--- config.mk ---
export PLATFORM = sky130hd
export DESIGN_NAME = fc_train_seq
export DESIGN_NICKNAME = d
export VERILOG_FILES = /design/src/rtl/fc_train_pkg.sv /design/src/rtl/fc_seq_watchdog.sv /design/src/rtl/fc_train_seq.sv
export SDC_FILE = /design/constraint.sdc
export NUM_CORES = 1
export LEC_CHECK = 0
export CAP_MARGIN = 10
export CORE_ASPECT_RATIO = 1.4
export CORE_MARGIN = 2
export CORE_UTILIZATION = 35
export DETAILED_ROUTE_END_ITERATION = 6
export MAX_ROUTING_LAYER = met4
export PLACE_DENSITY = 0.64
export SYNTH_ARGS = -nofsm -noshare
export SYNTH_HDL_FRONTEND = slang
export SYNTH_HIERARCHICAL = 1
export SYNTH_SLANG_ARGS = --single-unit
--- constraint.sdc ---
create_clock -name clk -period 2.16 [get_ports clk]
set_input_delay 0.324 -clock clk [delete_from_list [all_inputs] [get_ports clk]]
set_output_delay 0.324 -clock clk [all_outputs]
set_load 0.005 [all_outputs]
--- src/rtl/fc_train_pkg.sv ---
// ============================================================================
//  Module      : fc_train_pkg
//  Description : Shared types and constants for the FC training sequencer.
//                Holds the sequencer state encoding, the FC memory
//                bank-select codes and small helpers that decode them.
//  Revision    : 1.0 - initial release
// ============================================================================
`default_nettype none

package fc_train_pkg;

    // Sequencer states. Explicit 4-bit encoding keeps ERR distinct from
    // the eight run-time states.
    typedef enum logic [3:0] {
        ST_IDLE = 4'd0,
        ST_FC1  = 4'd1,
        ST_FC2  = 4'd2,
        ST_OUT  = 4'd3,
        ST_BP   = 4'd4,
        ST_GAP  = 4'd5,
        ST_UPD  = 4'd6,
        ST_FIN  = 4'd7,
        ST_ERR  = 4'd8
    } fc_state_t;

    // Bank select {fc1_com_end, fc2_com_end}. 2'b01 is never driven.
    localparam logic [1:0] BANK_RAM0 = 2'b00;
    localparam logic [1:0] BANK_RAM1 = 2'b10;
    localparam logic [1:0] BANK_RAM2 = 2'b11;

    // Bank select that belongs to a state.
    function automatic logic [1:0] bank_of(input fc_state_t s);
        logic [1:0] b;
        case (s)
            ST_FC2:        b = BANK_RAM1;
            ST_OUT, ST_BP: b = BANK_RAM2;
            default:       b = BANK_RAM0;
        endcase
        return b;
    endfunction

    // States that wait on an external handshake and are therefore
    // covered by the watchdog.
    function automatic logic counts_wait(input fc_state_t s);
        return (s == ST_FC1) || (s == ST_FC2) || (s == ST_OUT) ||
               (s == ST_BP)  || (s == ST_UPD);
    endfunction

endpackage : fc_train_pkg

`default_nettype wire

--- src/rtl/fc_seq_watchdog.sv ---
// ============================================================================
//  Module      : fc_seq_watchdog
//  Description : Per-state wait-cycle counter for the FC training sequencer.
//                Clears whenever the sequencer changes state, counts while
//                the sequencer sits in a handshake wait state, and flags a
//                timeout once the count reaches TIMEOUT_CYCLES (saturating).
//                Only built when FC_TRAIN_SEQ_TIMEOUT_EN is defined.
//  Ports       : clk        - clock
//                rst        - asynchronous active-high reset
//                i_clear    - state transition this cycle, restart count
//                i_count_en - current state is a watched wait state
//                o_timeout  - count has reached TIMEOUT_CYCLES
//  Revision    : 1.0 - initial release
// ============================================================================
`default_nettype none

`ifdef FC_TRAIN_SEQ_TIMEOUT_EN
module fc_seq_watchdog #(
    parameter int TIMEOUT_CYCLES = 4096
) (
    input  logic clk,
    input  logic rst,
    input  logic i_clear,
    input  logic i_count_en,
    output logic o_timeout
);

    localparam int              c_CW    = $clog2(TIMEOUT_CYCLES + 1);
    localparam logic [c_CW-1:0] c_LIMIT = c_CW'(TIMEOUT_CYCLES);

    logic [c_CW-1:0] r_count;

    // Counter is zero in the first cycle of every state, so a value of
    // TIMEOUT_CYCLES means that many full cycles have been spent waiting.
    always_ff @(posedge clk or posedge rst) begin
        if (rst) begin
            r_count <= '0;
        end else if (i_clear) begin
            r_count <= '0;
        end else if (i_count_en && (r_count != c_LIMIT)) begin
            r_count <= r_count + c_CW'(1);
        end
    end

    assign o_timeout = (r_count == c_LIMIT);

endmodule : fc_seq_watchdog
`endif

`default_nettype wire

--- src/rtl/fc_train_seq.sv ---
// ============================================================================
//  Module      : fc_train_seq
//  Description : Sequences one FC training run over a mini-batch. For each
//                sample it starts FC1, FC2 and the output/label stage, then
//                requests backprop from the FC memory; after BATCH_SIZE
//                samples it requests the weight update. Drives the memory
//                bank select {fc1_com_end, fc2_com_end}. All outputs are
//                registered (decoded from the next state).
//  Option      : `define FC_TRAIN_SEQ_TIMEOUT_EN builds a per-state
//                watchdog (fc_seq_watchdog) that forces ERR after
//                TIMEOUT_CYCLES in a wait state. Undefined: err tied 0.
//  Ports       : clk, reset (async, active high)
//                start                          - run request (IDLE/ERR only)
//                fc1_done/fc2_done/out_done     - stage completion pulses
//                fc_bck_prop_end/fc_batch_end   - memory status levels
//                fc1_com_end/fc2_com_end        - bank select MSB/LSB
//                bck_prop_start/batch_end       - memory request levels
//                fc1_go/fc2_go/out_go           - stage start pulses
//                sample_idx                     - current sample index
//                busy/train_done/err            - status
//  Revision    : 1.0 - initial release
// ============================================================================
`default_nettype none

module fc_train_seq #(
    parameter int BATCH_SIZE     = 32,
    parameter int SW             = $clog2(BATCH_SIZE),
    parameter int TIMEOUT_CYCLES = 4096
) (
    input  logic          clk,
    input  logic          reset,
    input  logic          start,
    input  logic          fc1_done,
    input  logic          fc2_done,
    input  logic          out_done,
    input  logic          fc_bck_prop_end,
    input  logic          fc_batch_end,
    output logic          fc1_com_end,
    output logic          fc2_com_end,
    output logic          bck_prop_start,
    output logic          batch_end,
    output logic          fc1_go,
    output logic          fc2_go,
    output logic          out_go,
    output logic [SW-1:0] sample_idx,
    output logic          busy,
    output logic          train_done,
    output logic          err
);

    import fc_train_pkg::*;

    localparam logic [SW-1:0] c_LAST_IDX = SW'(BATCH_SIZE - 1);

    if ((BATCH_SIZE < 2) || (BATCH_SIZE > 256) || (TIMEOUT_CYCLES < 1)) begin : g_param_check
        $error("fc_train_seq: BATCH_SIZE must be 2..256 and TIMEOUT_CYCLES >= 1");
    end

    fc_state_t     r_state;
    fc_state_t     w_next;
    logic [SW-1:0] w_idx_next;

    logic [1:0]    r_bank;
    logic          r_bps;
    logic          r_be;
    logic          r_fc1_go;
    logic          r_fc2_go;
    logic          r_out_go;
    logic [SW-1:0] r_idx;
    logic          r_busy;
    logic          r_td;

`ifdef FC_TRAIN_SEQ_TIMEOUT_EN
    logic w_entry;
    logic w_count_en;
    logic w_timeout;
    logic r_err;

    assign w_entry    = (w_next != r_state);
    assign w_count_en = counts_wait(r_state);

    fc_seq_watchdog #(
        .TIMEOUT_CYCLES (TIMEOUT_CYCLES)
    ) u_watchdog (
        .clk        (clk),
        .rst        (reset),
        .i_clear    (w_entry),
        .i_count_en (w_count_en),
        .o_timeout  (w_timeout)
    );
`endif

    // ------------------------------------------------------------------
    // Next-state and next-index logic. Each state only looks at its own
    // handshake input, so stray or early done pulses fall through.
    // ------------------------------------------------------------------
    always_comb begin
        w_next = r_state;
        case (r_state)
            ST_IDLE: if (start)           w_next = ST_FC1;
            ST_FC1:  if (fc1_done)        w_next = ST_FC2;
            ST_FC2:  if (fc2_done)        w_next = ST_OUT;
            ST_OUT:  if (out_done)        w_next = ST_BP;
            ST_BP:   if (fc_bck_prop_end) w_next = ST_GAP;
            // One cycle with bck_prop_start low lets the memory re-arm.
            ST_GAP:  w_next = (r_idx == c_LAST_IDX) ? ST_UPD : ST_FC1;
            ST_UPD:  if (fc_batch_end)    w_next = ST_FIN;
            ST_FIN:  w_next = ST_IDLE;
            ST_ERR:  if (start)           w_next = ST_FC1;
            default: w_next = ST_IDLE;
        endcase
`ifdef FC_TRAIN_SEQ_TIMEOUT_EN
        if (w_timeout && w_count_en) begin
            w_next = ST_ERR;
        end
`endif
    end

    always_comb begin
        w_idx_next = r_idx;
        if ((r_state == ST_GAP) && (w_next == ST_FC1)) begin
            w_idx_next = r_idx + SW'(1);
        end else if ((r_state == ST_FIN) ||
                     (((r_state == ST_IDLE) || (r_state == ST_ERR)) && (w_next == ST_FC1))) begin
            w_idx_next = '0;
        end
    end

    // ------------------------------------------------------------------
    // State and output registers. Outputs are decoded from the state being
    // entered, so the bank select only moves on a transition and each go
    // pulse lands in the first cycle of its state.
    // ------------------------------------------------------------------
    always_ff @(posedge clk or posedge reset) begin
        if (reset) begin
            r_state  <= ST_IDLE;
            r_bank   <= BANK_RAM0;
            r_bps    <= 1'b0;
            r_be     <= 1'b0;
            r_fc1_go <= 1'b0;
            r_fc2_go <= 1'b0;
            r_out_go <= 1'b0;
            r_idx    <= '0;
            r_busy   <= 1'b0;
            r_td     <= 1'b0;
        end else begin
            r_state  <= w_next;
            r_bank   <= bank_of(w_next);
            r_bps    <= (w_next == ST_BP);
            r_be     <= (w_next == ST_UPD);
            r_fc1_go <= (w_next == ST_FC1) && (r_state != ST_FC1);
            r_fc2_go <= (w_next == ST_FC2) && (r_state != ST_FC2);
            r_out_go <= (w_next == ST_OUT) && (r_state != ST_OUT);
            r_idx    <= w_idx_next;
            r_busy   <= (w_next != ST_IDLE) && (w_next != ST_ERR);
            r_td     <= (w_next == ST_FIN);
        end
    end

`ifdef FC_TRAIN_SEQ_TIMEOUT_EN
    always_ff @(posedge clk or posedge reset) begin
        if (reset) begin
            r_err <= 1'b0;
        end else begin
            r_err <= (w_next == ST_ERR);
        end
    end
    assign err = r_err;
`else
    assign err = 1'b0;
`endif

    assign fc1_com_end    = r_bank[1];
    assign fc2_com_end    = r_bank[0];
    assign bck_prop_start = r_bps;
    assign batch_end      = r_be;
    assign fc1_go         = r_fc1_go;
    assign fc2_go         = r_fc2_go;
    assign out_go         = r_out_go;
    assign sample_idx     = r_idx;
    assign busy           = r_busy;
    assign train_done     = r_td;

endmodule : fc_train_seq

`default_nettype wire

==> results.yml <==
global_route:
  grt_overflow: 0
  grt_pass1_vias: 576
  grt_max_degree: 19
  antenna_found_initial: 0
  track_usage_pct: 12.6
  grt_pass1_wl_mm: 2.58
worst_hold_path:
  hold_path.class: "input port to async pin"
detailed_routing:
  num_vias: 649
  wl_per_cell_um: 12.5
  vias_per_cell: 5.15
  drc: 0
  first_iter_violations: 12
  firstDrtPassIters: 4
  ant_nets: 0
  wl_mm: 1.57
clocking:
  clockBufferDepth: 2
  hold_buffers: 0
  clock_latency_ps: 290
  htree_levels: 1
  cts.sinks: 18
  tritoncts: "yes"
  root_buffer: "clkbuf_4"
  clk_pin_slew_worst_paths_ps: 100
  cts_buffers: 3
sta:
  finalHoldViolCount: 0
  setup_violations: 0
  fmax_mhz: 480
  setup_ws_ps: 76.7
  worst_pin_slew_ps: 667
  maxSlewViolCount: 0
  grt_setup_unrepaired: "no"
  fin_skew_ps: 3.55
  maxSlewHeadroom_pct: 55.5
  period_needed_ps: 2080
  finalCritPeriodShare_pct: 96.4
  setup_tns_ps: 0
synth:
  synth_edf_count: 0
  syn_area_um2: 862
  synth-main-ff-cell: "dfrtp_1"
  synth.top_cell.area_share_pct: 52.2
  yosysUniqueCellTypes: 32
  async_flop_share_pct: 100
  synthesis.instances: 79
  yosysTopAreaCell: "dfrtp_1"
  ys_ff_latch: 18
  syn_area_per_cell_um2: 10.9
  synth.yosys.seq_area_share_pct: 52.2
  yosysWarnings: 6
  synth.area.top_cells: "dfrtp_1 52%, nor2b_1 6.5%, mux2_4 3.5%"
  synth_fp_nets: 89
die:
  start_util_pct: 36.5
  die_h_um: 62.7
  die_w_um: 45.9
  dieArea_mm2: 0.00288
  rows: 21
  boundaryPins: 23
  core-area_mm2: 0.00236
critical_path:
  worst-path-max-fanout: 5
  critical_path_class: "flop to flop"
  timing.rr.start: "sample_idx[0]"
  r2r_setup_slack_ps: 80
  arrival_ps: 2260
  crit_path_start_kind: "flop"
  crit_path_end_kind: "flop"
  regToRegEndpoint: "busy"
  critPathRequiredTime_ps: 2340
  reg2reg_depth: 7
finish:
  n_antenna_cell: 0
  drive_above_1_share_pct: 13.6
  regArea_um2: 450
  area_growth_pct: 31.2
  multi_input_area_um2: 383
  fillers: 216
  largest_reg_flops: 5
  fin_nets: 114
status:
  outcome: "finished clean"
placed_design:
  dp_hpwl_mm: 1.15
  dp_slack_ps: 57.0
  io_buffers: 21
  gp_congestion: 0.711
job:
  drv_cap: 0
power:
  ir_worst_vdd_v: 0.000516
  p_leak_nw: 0.526
  power.density_mw_per_mm2: 1160
[per-layer routing]
layer | global-route usage (%) | routed length, µm | vias to the layer above
met5 | - | 0 | -
met4 | 6.43 | 12 | 0
met3 | 3.47 | 59 | 2
met2 | 18.9 | 806 | 17
met1 | 14.9 | 695 | 305
li1 | - | - | 325
[per-stage QoR]
| stage | std cells | instance area (µm²) | total power [W] | hold slack (ps) | utilization (%) |
|---|---|---|---|---|---|
| 6_report | 126 | 1130 | 0.00131 | 419 | 47.8 |
| 5_1_grt | 126 | 1130 | 0.00141 | 503 | 47.8 |
| 4_1_cts | 125 | 1120 | 0.00131 | 439 | 47.4 |
| 3_5_place_dp | 121 | 1080 | 0.00110 | 521 | 45.9 |
| 3_3_place_gp | 121 | 1080 | 0.00109 | 532 | 45.9 |
| 2_1_floorplan | 79 | 862 | 0.000890 | 263 | - |
[cell usage in the layout, fill, tap and decap left out, types with 2 or more instances in the layout]
cell,instances
dfrtp_1,18
nor3_1,2
clkdlybuf4s50_1,21
o21ai_0,4
o21ai_1,5
nor2_1,3
nand3_1,2
a22o_1,2
and3_1,3
nand2_1,6
mux2_4,2
buf_4,2
xor2_1,2
clkbuf_4,3
nor2b_1,9
[report_power, final]
group / total [W] / switching, W / internal [W]
registers: 0.000529 / 0.0000962 / 0.000433
clock network: 0.000207 / 0.000105 / 0.000103
logic: 0.000574 / 0.000263 / 0.000311
[cell families (layout without fill, tap and decap cells)]
kind of cell	Yosys count	in the layout	synth area share (%)
AO/OA/AOI/OAI	16	16	13.4
XOR/XNOR	2	2	2.03
adder cells (fa/ha/maj)	2	2	2.90
buffers and inverters	5	29	3.63
flip-flops	18	18	52.2
multiplexers	2	2	3.48
other	1	1	0.435
AND/OR/NAND/NOR	33	33	21.9
[synthesized netlist by cell type (2+ instances only)]
library cell  count
dfrtp_1          18
nor2b_1           9
nand2_1           6
o21ai_1           5
o21ai_0           4
and3_1            3
nor2_1            3
a22o_1            2
ha_1              2
mux2_4            2
nand3_1           2
nor3_1            2
xor2_1            2
[critical path, cell delays in order, from the launching register on]
cell	delay, ps
dfrtp_1	430
ha_2	210
and3_1	170
ha_1	210
mux2_4	270
a22oi_2	210
nor2_2	90
or3_1	360
[final cells by class]
type,instances,area share (%)
timing repair buffer,23,19.9
sequential,18,39.8
multi-input combinational,56,33.8
tap,23,2.54
clock buffer,4,3.21
inverter,2,0.664
[worst max path at each step]
stage	start	endpoint	slack, ps	cells past startpoint
final	sample_idx[0]	busy	80	7
after global routing	sample_idx[0]	busy	0.4	7
after CTS	sample_idx[0]	busy	30	7
after detailed placement	sample_idx[0]	busy	60	7
after global placement	sample_idx[0]	busy	90	7
after floorplan	sample_idx[0]	busy	130	7
[repair_timing]
action                                  4_1_cts  5_1_grt
endpoints found under the setup margin        0        1
setup buffers                                 0        1
resized for setup                             0        1
No activity file was read; power rests on OpenSTA's default activity.
